===== src/rtl/rv32_instr_encoder.sv =====
// rv32_instr_encoder: packs decoded RV32I fields into 32-bit instruction words,
// buffers them in a small FIFO and streams them out with an auto-incrementing
// byte address. Unsupported opcodes are consumed but raise a sticky error.
module rv32_instr_encoder #(
  parameter int                DEPTH     = 4,
  parameter int                ADDR_W    = 32,
  parameter logic [ADDR_W-1:0] BASE_ADDR = '0
) (
  input  logic              clk,
  input  logic              rst,
  input  logic              in_valid,
  output logic              in_ready,
  input  logic [6:0]        opcode,
  input  logic [4:0]        rd,
  input  logic [4:0]        rs1,
  input  logic [4:0]        rs2,
  input  logic [2:0]        funct3,
  input  logic [6:0]        funct7,
  input  logic [31:0]       imm,
  output logic              out_valid,
  input  logic              out_ready,
  output logic [31:0]       out_instr,
  output logic [ADDR_W-1:0] out_addr,
  output logic              err,
  output logic [15:0]       emitted
);

  // Opcode values of the supported formats
  localparam logic [6:0] OP_R      = 7'b0110011;
  localparam logic [6:0] OP_LOAD   = 7'b0000011;
  localparam logic [6:0] OP_IMM    = 7'b0010011;
  localparam logic [6:0] OP_JALR   = 7'b1100111;
  localparam logic [6:0] OP_STORE  = 7'b0100011;
  localparam logic [6:0] OP_BRANCH = 7'b1100011;
  localparam logic [6:0] OP_JAL    = 7'b1101111;
  localparam logic [6:0] OP_LUI    = 7'b0110111;
  localparam logic [6:0] OP_AUIPC  = 7'b0010111;

  // Pointer index width; one extra wrap bit distinguishes full from empty
  localparam int PW = $clog2(DEPTH);

  logic [PW:0]   wr_ptr_reg;
  logic [PW:0]   rd_ptr_reg;
  logic [31:0]   mem_reg [DEPTH];
  logic [31:0]   enc_word;
  logic          enc_legal;
  logic          full;
  logic          empty;
  logic          accept;
  logic          push;
  logic          pop;
  logic [ADDR_W-1:0] addr_reg;
  logic [15:0]   emitted_reg;
  logic          err_reg;

  assign full  = (wr_ptr_reg[PW] != rd_ptr_reg[PW]) &&
                 (wr_ptr_reg[PW-1:0] == rd_ptr_reg[PW-1:0]);
  assign empty = (wr_ptr_reg == rd_ptr_reg);

  // No bypass: a full FIFO refuses input even if the head is popped this cycle
  assign in_ready  = !full;
  assign accept    = in_valid && in_ready;
  assign push      = accept && enc_legal;
  assign out_valid = !empty;
  assign pop       = out_valid && out_ready;

  // Combinational field packing, selected by opcode
  always_comb begin
    enc_word  = 32'h0;
    enc_legal = 1'b1;
    case (opcode)
      OP_R: begin
        enc_word = {funct7, rs2, rs1, funct3, rd, opcode};
      end
      OP_LOAD, OP_JALR: begin
        enc_word = {imm[11:0], rs1, funct3, rd, opcode};
      end
      OP_IMM: begin
        // Shift-immediate forms carry funct7 in the upper immediate bits
        if (funct3 == 3'b001 || funct3 == 3'b101) begin
          enc_word = {funct7, imm[4:0], rs1, funct3, rd, opcode};
        end else begin
          enc_word = {imm[11:0], rs1, funct3, rd, opcode};
        end
      end
      OP_STORE: begin
        enc_word = {imm[11:5], rs2, rs1, funct3, imm[4:0], opcode};
      end
      OP_BRANCH: begin
        enc_word = {imm[12], imm[10:5], rs2, rs1, funct3, imm[4:1], imm[11], opcode};
      end
      OP_JAL: begin
        enc_word = {imm[20], imm[10:1], imm[11], imm[19:12], rd, opcode};
      end
      OP_LUI, OP_AUIPC: begin
        enc_word = {imm[31:12], rd, opcode};
      end
      default: begin
        enc_legal = 1'b0;
      end
    endcase
  end

  // Storage entries: each written only when it is the current write slot
  generate
    for (genvar gi = 0; gi < DEPTH; gi++) begin : g_entry
      always_ff @(posedge clk) begin
        if (push && (wr_ptr_reg[PW-1:0] == PW'(gi))) begin
          mem_reg[gi] <= enc_word;
        end
      end
    end
  endgenerate

  // FIFO pointers; reset discards everything buffered
  always_ff @(posedge clk) begin
    if (rst) begin
      wr_ptr_reg <= '0;
      rd_ptr_reg <= '0;
    end else begin
      if (push) wr_ptr_reg <= wr_ptr_reg + (PW+1)'(1);
      if (pop)  rd_ptr_reg <= rd_ptr_reg + (PW+1)'(1);
    end
  end

  // Address and handed-off count advance only on a pop
  always_ff @(posedge clk) begin
    if (rst) begin
      addr_reg    <= BASE_ADDR;
      emitted_reg <= 16'h0;
    end else if (pop) begin
      addr_reg <= addr_reg + ADDR_W'(4);
      if (emitted_reg != 16'hFFFF) emitted_reg <= emitted_reg + 16'h1;
    end
  end

  // Sticky error for any accepted bundle with an unsupported opcode
  always_ff @(posedge clk) begin
    if (rst) begin
      err_reg <= 1'b0;
    end else if (accept && !enc_legal) begin
      err_reg <= 1'b1;
    end
  end

  // Head entry cannot be overwritten while buffered, so this stays stable under stall
  assign out_instr = empty ? 32'h0 : mem_reg[rd_ptr_reg[PW-1:0]];
  assign out_addr  = addr_reg;
  assign emitted   = emitted_reg;
  assign err       = err_reg;

endmodule

===== config.mk =====
export PLATFORM = sky130hd
export DESIGN_NAME = rv32_instr_encoder
export DESIGN_NICKNAME = d
export VERILOG_FILES = /design/src/rtl/rv32_instr_encoder.sv
export SDC_FILE = /design/constraint.sdc
export NUM_CORES = 1
export LEC_CHECK = 0
export ABC_CLOCK_PERIOD_IN_PS = 4900
export CORE_MARGIN = 5
export CORE_UTILIZATION = 34
export DETAILED_ROUTE_END_ITERATION = 10
export DONT_BUFFER_PORTS = 1
export MAX_ROUTING_LAYER = met4
export PLACE_DENSITY_LB_ADDON = 0.12
export SYNTH_ARGS = -nofsm -noshare
export SYNTH_HDL_FRONTEND = slang
export SYNTH_SLANG_ARGS = --single-unit

===== constraint.sdc =====
create_clock -name clk -period 4.9 [get_ports clk]
set_clock_uncertainty 0.15 [all_clocks]
set_input_delay 0.98 -clock clk [delete_from_list [all_inputs] [get_ports clk]]
set_output_delay 0.98 -clock clk [all_outputs]
set_load 0.01 [all_outputs]

==> metrics.sh <==
OUTCOME='complete, no violations'
TIMING.FMAX_MHz=280
MAX_SLEW_MARGIN_PCT=26.1
TIMING_WORST_SLEW_PIN_VALUE_NS=1.08
CLOCK-SINKS=183
SW_FRAC_OF_TOTAL_PCT=24.1
MAXCAP_VIOLATIONS=0
ROUTABILITYCONGESTION=0.828
POWER_PER_CELL_AREA_mW_PER_MM2=352
FINALCRITPERIODSHARE_PCT=72.9
MAX-CLOCK-PATH-BUFFERS=2
GRTUSAGETOTAL_PCT=14.6
SYNTH-MAIN-FF-CELL='sky130_fd_sc_hd__edfxtp_1'
WORST_HOLD_PATH_TYPE='reg2reg'
DESIGN.CORE.AREA_MM2=0.0233
WORST_EP_ARRIVAL_TIME_NS=2.44
GRT_SETUP_UNREPAIRED='false'
EFFECTIVE_UTILIZATION_AT_FLOORPLAN_PCT=34.4
IRDROPWORSTVDD_uV=235
WORST-SETUP-PATH-TYPE='reg2out'
FINAL-SETUP-VIOL-COUNT=0
PATH_DELAY_FAMILY='flip-flops'
CRITPATHCAPTURETYPE='output port'
WORSTSKEWPAIRLATENCY_NS=0.42
CTS_MADE_BUFFERS=17
POST_DRT_WL_PER_CELL_UM=20.1
GRT_ANTENNA_BEFORE_REPAIR=2
DRTANTENNAVIOLNETS=0
POST_CTS.REPAIR.SETUP_BUFFERS=0
LAYOUT.NETS=684
CELLLEAKAGEPOWER_uW=0.00264
SETUP-TNS-FINAL_NS=0
DRT_FIRST_PASS_ITERS=4
GRT_PASS1_VIAS=4953
CRIT_PATH_MAX_INCR_DELAY_NS=0.82
DRC=0
GRT_REMAINING_OVERFLOW=0
CTS-RESIZED-GATES=0
CRIT_CHAIN='buf_4 > mux4_2 > and2_1'
PORT_BUF_INSERTS=0
SYNTHMOSTINSTANTIATEDCELL='sky130_fd_sc_hd__edfxtp_1'
SYNTH_SEQUENTIAL_AREA_RATIO_PCT=61.6
STARTPOINT_TYPE='register'
POST_SYNTH_CELL_TYPES=49
CP_SLOWEST_CELL='sky130_fd_sc_hd__dfxtp_2'
YOSYSTOPAREACELLSHARE_PCT=47.9
YOSYSTOPAREACELL='sky130_fd_sc_hd__edfxtp_1'
LARGEST_FANOUT_ON_THE_CRITICAL_PATH=20
LAYOUT-AREA-OVERHEAD-VS-SYNTH_PCT=11.9
POWER.SHARE.COMBINATIONAL_PCT=3.6
GRT_START_MAX_NET_PINS=55
LAYOUT_SETUP_WS_NS=1.33
SLEW_VIOLATIONS=0
SYNTHESIS.INSTANCES=611
FLOORPLAN.ROWS=56
PLACE.DETAILED.HPWL_UM=12800
FLOORPLAN.IO_PINS=151
WORST-ENDPOINT-REQUIRED_NS=3.77
REPORT.FINAL.HOLD_VIOL_COUNT=0
SYNTH_REGISTER_BITS=183
DETAILROUTE.VIA_COUNT=4911
LAYOUT_MIN_CYCLE_TIME_NS=3.57
SYN_WARNINGS=0
FIN_TOTAL_PWR_uW=3160
LARGEST_REG_FLOPS=128
ASYNC_FLOP_SHARE_PCT=0
HTREE_NUM_LEVELS=4
FP.DIEH_UM=164
CLOCK_SHARE_OF_POWER_PCT=43.7
PRE_CTS_WS_NS=0.996
CTS.CLK_SLEW.WORST_PATHS_NS=0.07
SHARE_SEQ_OF_TOTAL_POWER_PCT=52.7
SYNTH_AREA_LEADERS='sky130_fd_sc_hd__edfxtp_1 48%, sky130_fd_sc_hd__dfxtp_1 14%, sky130_fd_sc_hd__mux4_2 9.0%'
DIE_W_UM=164
TIMING.CRITICAL_PATH.BUF_INV=1
FIRST_PASS_GRT_WIRE_LENGTH_UM=28800
CTSHOLDBUFFERS=0
ROUTE.DETAILED.VIAS_PER_INST=5.21
POSTSYNTHAREAPERCELL_UM2=13.1
DRT_ITER0_MARKERS=315
SYNTH_ENABLE_FLOP_CELLS=128
DIE_AREA_MM2=0.0268
POST_ROUTE_CELLS_DRIVE_ABOVE_1_SHARE_PCT=13.5
YS_TOP_CELLS_BY_COUNT='128 x sky130_fd_sc_hd__edfxtp_1, 55 x sky130_fd_sc_hd__dfxtp_1, 53 x sky130_fd_sc_hd__nor2_1, 40 x sky130_fd_sc_hd__and2_1, 36 x sky130_fd_sc_hd__nand2_1'
CELL_INTERNAL_PWR_uW=2400
SWITCHING_POWER_uW=760
DRT_WL_TOTAL_UM=18900
CLOCK_TREE.ROOT_CELL='sky130_fd_sc_hd__clkbuf_16'
SYN_AREA_MM2=0.00802
CTS_TREE='done'
per-stage QoR:
stage | cell area, um^2 | std cells | hold slack [ns] | utilization [%]
final | 8970 | 943 | 0.404 | 38.5
after global routing | 8970 | 943 | 0.438 | 38.5
after CTS | 8970 | 941 | 0.412 | 38.4
after detailed placement | 8350 | 909 | 0.400 | 35.8
after global placement | 8350 | 909 | 0.375 | 35.8
after floorplan | 8030 | 612 | 0.352 | -
layout by cell type, fill, tap and decap left out, types with 7 or more instances in the layout:
cell type and n:
sky130_fd_sc_hd__edfxtp_1 128, sky130_fd_sc_hd__nor2_1 53, sky130_fd_sc_hd__dfxtp_1 53, sky130_fd_sc_hd__nand2_1 36
sky130_fd_sc_hd__and2_1 36, sky130_fd_sc_hd__mux4_2 32, sky130_fd_sc_hd__xnor2_1 26, sky130_fd_sc_hd__nand3_1 21
sky130_fd_sc_hd__o21ai_0 20, sky130_fd_sc_hd__a21oi_1 19, sky130_fd_sc_hd__clkbuf_16 17, sky130_fd_sc_hd__xor2_1 16
sky130_fd_sc_hd__nand4_1 15, sky130_fd_sc_hd__inv_1 15, sky130_fd_sc_hd__a22o_1 13, sky130_fd_sc_hd__nor3_1 11
sky130_fd_sc_hd__a22oi_1 11, sky130_fd_sc_hd__or3_1 10, sky130_fd_sc_hd__and3_1 8, sky130_fd_sc_hd__nor4_1 7
sky130_fd_sc_hd__ha_1 7
kinds of logic after synthesis:
group	Yosys count	synth area share (%)
AO/OA/AOI/OAI	76	6.38
AND/OR/NAND/NOR	226	14.8
adder cells (fa/ha/maj)	7	1.09
buffers and inverters	42	2.21
XOR/XNOR	42	4.59
flip-flops	183	61.6
other	1	0.0467
multiplexers	34	9.25
area by class of cell:
type,instances,area (um^2)
fillers,2234,14400
clock inverters,15,189
well taps,319,399
flip-flops and latches,183,4950
diodes,2,5.00
inverters,15,56.3
repair buffers,5,37.5
multi-input cells,387,2910
clock buffers,17,425
final timing paths:
path            startpoint  slack (ns)  cells after the start             to
max               register        1.33                      3   out_instr[3]
min          rd_ptr_reg[1]        0.40                      2       register
max reg2reg  wr_ptr_reg[0]        2.23                      4  mem_reg[3][1]
min reg2reg  rd_ptr_reg[1]        0.40                      2       register
routing by layer:
layer / global-route usage (%) / wire length [um]
met5: - / 0
met4: 4.12 / 232
met3: 5.93 / 1950
met2: 22.5 / 8860
met1: 17.8 / 7910
power by group through the flow:
| stage | registers, uW | clock network, uW | logic, uW |
|---|---|---|---|
| detailed placement | 1700 | 0 | 117 |
| finish | 1660 | 1380 | 115 |
| CTS | 1660 | 1420 | 118 |
| global placement | 1700 | 0 | 116 |
| floorplan | 1690 | 0 | 102 |
| global route | 1670 | 1490 | 126 |
worst register-to-register path: stages (launching register included):
cell and delay, ns:
sky130_fd_sc_hd__dfxtp_1 0.49, sky130_fd_sc_hd__xor2_1 0.30, sky130_fd_sc_hd__o31a_1 0.22, sky130_fd_sc_hd__o21a_1 0.29
sky130_fd_sc_hd__and2_2 0.82
Note: power is estimated with default switching activity, not from simulation.
